--- src/rtl/add_sub_seq_ctrl.sv ---
// rtl/add_sub_seq_ctrl.sv - wide add/sub sequenced one nibble per clock through an external 4-bit adder
module add_sub_seq_ctrl #(
  parameter int NIBBLES = 4,
  localparam int W  = 4 * NIBBLES,
  localparam int IW = (NIBBLES > 1) ? $clog2(NIBBLES) : 1
) (
  input  logic         clk,
  input  logic         rst,
  input  logic         start,
  input  logic         sub,
  input  logic [W-1:0] a,
  input  logic [W-1:0] b,
  output logic         busy,
  output logic         done,
  output logic [W-1:0] result,
  output logic         cout,
  output logic         ovf,
  output logic [3:0]   dp_a,
  output logic [3:0]   dp_b,
  output logic         dp_cin,
  input  logic [3:0]   dp_sum,
  input  logic         dp_cout
);

  typedef enum logic [1:0] {IDLE, RUN, DONE} state_t;

  state_t        state, state_nxt;
  logic [IW-1:0] idx;
  logic          carry;
  logic          sub_q;
  logic [W-1:0]  a_q, b_q;
  logic [3:0]    a_nib, b_nib;
  logic          accept;
  logic          last;

  always_comb begin
    a_nib     = '0;
    b_nib     = '0;
    state_nxt = state;
    accept    = start && (state != RUN);
    last      = (idx == IW'(NIBBLES - 1));
    for (int i = 0; i < NIBBLES; i++) begin
      if (idx == IW'(i)) begin
        a_nib = a_q[4*i +: 4];
        b_nib = b_q[4*i +: 4];
      end
    end
    case (state)
      IDLE:    if (accept) state_nxt = RUN;
      RUN:     if (last) state_nxt = DONE;
      DONE:    state_nxt = accept ? RUN : IDLE;
      default: state_nxt = IDLE;
    endcase
    // B inversion happens here; the datapath is a plain adder
    dp_a   = (state == RUN) ? a_nib : 4'h0;
    dp_b   = (state == RUN) ? (sub_q ? ~b_nib : b_nib) : 4'h0;
    dp_cin = (state == RUN) && carry;
  end

  always_ff @(posedge clk or posedge rst) begin
    if (rst) begin
      state <= IDLE;
      busy  <= 1'b0;
      done  <= 1'b0;
    end else begin
      state <= state_nxt;
      busy  <= (state_nxt == RUN);
      done  <= (state_nxt == DONE);
    end
  end

  always_ff @(posedge clk or posedge rst) begin
    if (rst) begin
      a_q    <= '0;
      b_q    <= '0;
      sub_q  <= 1'b0;
      idx    <= '0;
      carry  <= 1'b0;
      result <= '0;
      cout   <= 1'b0;
      ovf    <= 1'b0;
    end else if (accept) begin
      a_q    <= a;
      b_q    <= b;
      sub_q  <= sub;
      idx    <= '0;
      carry  <= sub;
      result <= '0;
      cout   <= 1'b0;
      ovf    <= 1'b0;
    end else if (state == RUN) begin
      for (int i = 0; i < NIBBLES; i++) begin
        if (idx == IW'(i)) result[4*i +: 4] <= dp_sum;
      end
      carry <= dp_cout;
      idx   <= last ? '0 : idx + IW'(1);
      if (last) begin
        cout <= dp_cout;
        // dp_a/dp_b MSBs on the last nibble are the operand sign bits
        ovf  <= (dp_a[3] == dp_b[3]) && (dp_sum[3] != dp_a[3]);
      end
    end
  end

endmodule
--- config.mk ---
export PLATFORM = sky130hd
export DESIGN_NAME = add_sub_seq_ctrl
export DESIGN_NICKNAME = d
export VERILOG_FILES = /design/src/rtl/add_sub_seq_ctrl.sv
export SDC_FILE = /design/constraint.sdc
export NUM_CORES = 1
export LEC_CHECK = 0
export CORE_ASPECT_RATIO = 0.7
export CORE_UTILIZATION = 30
export DETAILED_ROUTE_END_ITERATION = 16
export PLACE_DENSITY = 0.56
export SYNTH_ARGS = -nofsm -noshare
export SYNTH_HDL_FRONTEND = slang
export SYNTH_SLANG_ARGS = --single-unit
export TNS_END_PERCENT = 30
--- constraint.sdc ---
create_clock -name clk -period 3.1 [get_ports clk]
set_input_delay 0.62 -clock clk [delete_from_list [all_inputs] [get_ports clk]]
set_output_delay 0.62 -clock clk [all_outputs]
set_load 0.01 [all_outputs]
==> implementation parameters <==
Parameter                              Value

Global route
  Number of global-route vias before repair    2074
  Global-route usage over all layers    16.1%
  Maximum number of pins on one net before global-route repair    32
  Number of antenna violations at the first check in global routing    0
  Wire length of the first global-routing pass    10900 microns
  Global-route congestion overflow total    0

Floorplanning
  Number of placement rows    28
  Die boundary height    ~80 microns
  Number of primary I/O pins    70
  Total die area    0.00937 sq mm
  Die Span X    ~120 microns
  Placeable core area    0.00858 sq mm
  Effective utilization at floorplan    31.4%

STA
  Relative slew slack    approximately 57%
  Final period util    95.9%
  Actual slew at the worst max-slew pin    0.650 ns
  Count of pins over their slew limit    0
  Number of hold violations in the final report    0
  Fmax    about 340 MHz
  Final TNS setup    0 ns
  Endpoints failing setup    0
  Shortest period the worst path allows    2.97 ns
  Setup repair after global routing missed its margin    no
  Setup clock skew after layout    0.00337 ns

Clocking
  Clock Path Buffers    2
  Post-CTS Setup Repair Bufs    0
  TritonCTS buffer count    9
  Clk pin slew, worst setup/hold paths    0.05 ns
  Master cell of the clock root buffer    sky130_fd_sc_hd__clkbuf_16
  Count of hold-fix buffers inserted at cts    0
  Level count of the clock H-tree    3
  Total clock sinks    58
  TritonCTS clock tree    built
  Clk_lat worst skew    0.32 ns

Flow run
  Total of max-cap violations    0

Layout
  Area growth from synthesis to layout    45.2%
  Final Core Density    45.6%
  Share of cells above drive strength 1    25.3%
  Diode insertion count for antenna repair    0
  Total number of nets in the final design    340

Synthesis
  Number of distinct library cells after synthesis    36
  Top-area cell type share of the netlist area    53.9%
  Synth Area in Adders    ~1.9%
  Part of the Yosys area used for sequential elements    53.9%
  Post-synthesis sequential element count    58
  Post-synthesis share of cell area spent on and, or, nand and nor gates    9.56%
  Synthesized-area fraction occupied by ao, oa, aoi and oai cells    14.3%
  EDFF count, synth    0
  Number of nets produced by synthesis    around 260
  Leading post-synthesis cells by cell area    sky130_fd_sc_hd__dfrtp_1, sky130_fd_sc_hd__mux2_2, sky130_fd_sc_hd__a32o_1
  Gate count of the mapped netlist    around 220
  Synth Flop Type    sky130_fd_sc_hd__dfrtp_1
  Synth warn    0
  Share of synthesized flip-flops with an asynchronous set or reset    100%
  Syn_area_per_cell    12.3 sq um
  Parity-gate share of the synthesized area counting xor and xnor cells    0%
  Cell taking the most area after synthesis    sky130_fd_sc_hd__dfrtp_1
  Share of synthesized area spent on multiplexers    14.9%
  Netlist area before placement    between 0.002 and 0.003 sq mm
  Dominant combinational cell family by area after synthesis    multiplexers

Min path
  Hold Startpoint    result[3]
  Worst hold path endpoint    result[3]
  Worst Hold Depth    1
  HP Class    reg2reg

Critical path
  Origin of the critical flop-to-flop path    state[1]
  Required time at the endpoint of the critical path    2.48 ns
  Kind of start point of the critical path    register
  Reg2Reg Depth    5
  Number of buffer and inverter stages on the critical path    2
  CP max FO    13
  Kind of cell adding the most delay to the critical path    buffers and inverters
  CP cell instances    inv_2, ha_4, nand3b_1, a221o_1, nand3_1, nor3b_2, clkdlybuf4s50_1
  CP max stage delay    0.56 ns
  Crit. End Element    output port
  Reg-to-reg slack, setup    roughly 1.1 ns
  Cell with the largest stage delay on the worst path    sky130_fd_sc_hd__clkdlybuf4s50_1
  Category of the critical setup timing path    reg2out
  Worst reg2reg endpoint    a_q[11]
  Worst Path Arrival    2.35 ns

Detailed routing
  Detailed-route wire length    6690 microns
  Highest metal layer with signal wires    met4
  Vias per cell    4.79
  Routed length on met1    about 3500 microns
  DRC violations left    0
  Remaining antenna violation count    0
  DRT iter0 DRCs    116
  Detailed route wirelength on metal3    370 microns
  Detailed-route via count    2011
  Detailed-route wire length per cell    about 16 microns
  1st-pass router iterations    4
  Routed wire length on met2    2840 microns

Placement
  Dpl hpwl    around 4800 microns
  Count of input and output buffers    69
  Routability cong.    0.707

Power
  Power per cell area    1120 mW/mm^2
  Max rail drop VDD    0.497 mV
  Total leakage power    around 0.0017 uW

Outcome
  Outcome    finished, final reports clean
## stage by stage
stage          hold slack [ns]  instances  worst slack (ns)  total power (uW)  cell area [sq um]
4_1_cts                  0.496        420            0.0412              4440               3900
2_1_floorplan            0.470        219             0.907              2490               2700
6_report                 0.491        420             0.126              4390               3910
5_1_grt                  0.512        420           0.00217              4700               3910
3_5_place_dp             0.485        404             0.170              3210               3510
3_3_place_gp             0.483        404             0.203              3190               3510
## final cells by class
type,count,area [sq um]
Inverter,11,41.3
Clock buffer,11,253
Tap cell,120,150
Timing Repair Buffer,80,782
Fill cell,793,4670
Sequential cell,58,1450
Clock inverter,5,100
Multi-Input combinational cell,135,1130
## worst reg2reg max path, cell delays in order (launching register included)
cell and delay (ns):
sky130_fd_sc_hd__dfrtp_1 0.37, sky130_fd_sc_hd__nand2b_1 0.42, sky130_fd_sc_hd__buf_4 0.32, sky130_fd_sc_hd__nand2_1 0.09, sky130_fd_sc_hd__buf_4 0.30, sky130_fd_sc_hd__mux2_2 0.38
## synth_stat cells (all sizes together) (3+ instances only)
cell type	n
nor3b	4
ha	4
mux2i	3
a22o	3
nand3	7
nand2	16
inv	11
dfrtp	58
a32o	12
mux2	33
o22ai	4
o21ai	6
nand3b	6
buf	14
a221o	6
a21oi	15
nand2b	6
## registers in the layout (all words and copies together), names as in the netlist
| signal | count |
|---|---|
| sub_q | 1 |
| busy | 1 |
| state | 2 |
| result | 16 |
| a_q | 16 |
| cout | 1 |
| idx | 2 |
| carry | 1 |
| done | 1 |
| ovf | 1 |
| b_q | 16 |
## worst max-delay path by stage
stage,from,cells past startpoint,end
5_1_grt,idx[0],7,dp_b[1]
6_report,idx[1],7,dp_b[1]
3_3_place_gp,idx[1],8,dp_b[3]
3_5_place_dp,idx[1],8,dp_b[3]
2_1_floorplan,idx[0],7,dp_b[0]
4_1_cts,idx[1],7,dp_b[0]
## layout by cell type, fill, tap and decap left out, types with 4 or more instances in the layout
cell,count
sky130_fd_sc_hd__clkbuf_16,9
sky130_fd_sc_hd__o21ai_0,6
sky130_fd_sc_hd__mux2_2,33
sky130_fd_sc_hd__dlymetal6s2s_1,4
sky130_fd_sc_hd__inv_2,4
sky130_fd_sc_hd__nand3_1,7
sky130_fd_sc_hd__nand2_1,15
sky130_fd_sc_hd__a21oi_1,14
sky130_fd_sc_hd__o22ai_1,4
sky130_fd_sc_hd__clkdlybuf4s50_1,64
sky130_fd_sc_hd__nand3b_1,6
sky130_fd_sc_hd__buf_4,11
sky130_fd_sc_hd__dfrtp_1,58
sky130_fd_sc_hd__a32o_1,12
sky130_fd_sc_hd__inv_1,7
sky130_fd_sc_hd__nand2b_1,6
## logic make-up after synthesis
kind of cell               after synthesis
AOI/OAI and AO/OA                       51
adders and majority gates                4
buffers and inverters                   26
DFF                                     58
muxes                                   36
and+or+nand+nor                         44
## power breakdown
part / internal, uW / total (uW) / switching (uW)
combinational: 1040 / 1900 / 861
clock: 825 / 1160 / 339
sequential: 1110 / 1330 / 223
## timing repair
| action | in CTS | in global routing |
|---|---|---|
| gates resized for setup | 9 | 5 |
| endpoints found under the setup margin | 8 | 5 |
| pin swaps | 0 | 0 |
## metal layers
metal / vias up / GRT usage (%)
met4: 0 / 5.32
met3: 2 / 5.82
li1: 956 / -
met2: 59 / 21.8
met5: - / 0
met1: 994 / 23.2
(Power assumes the default switching activity.)
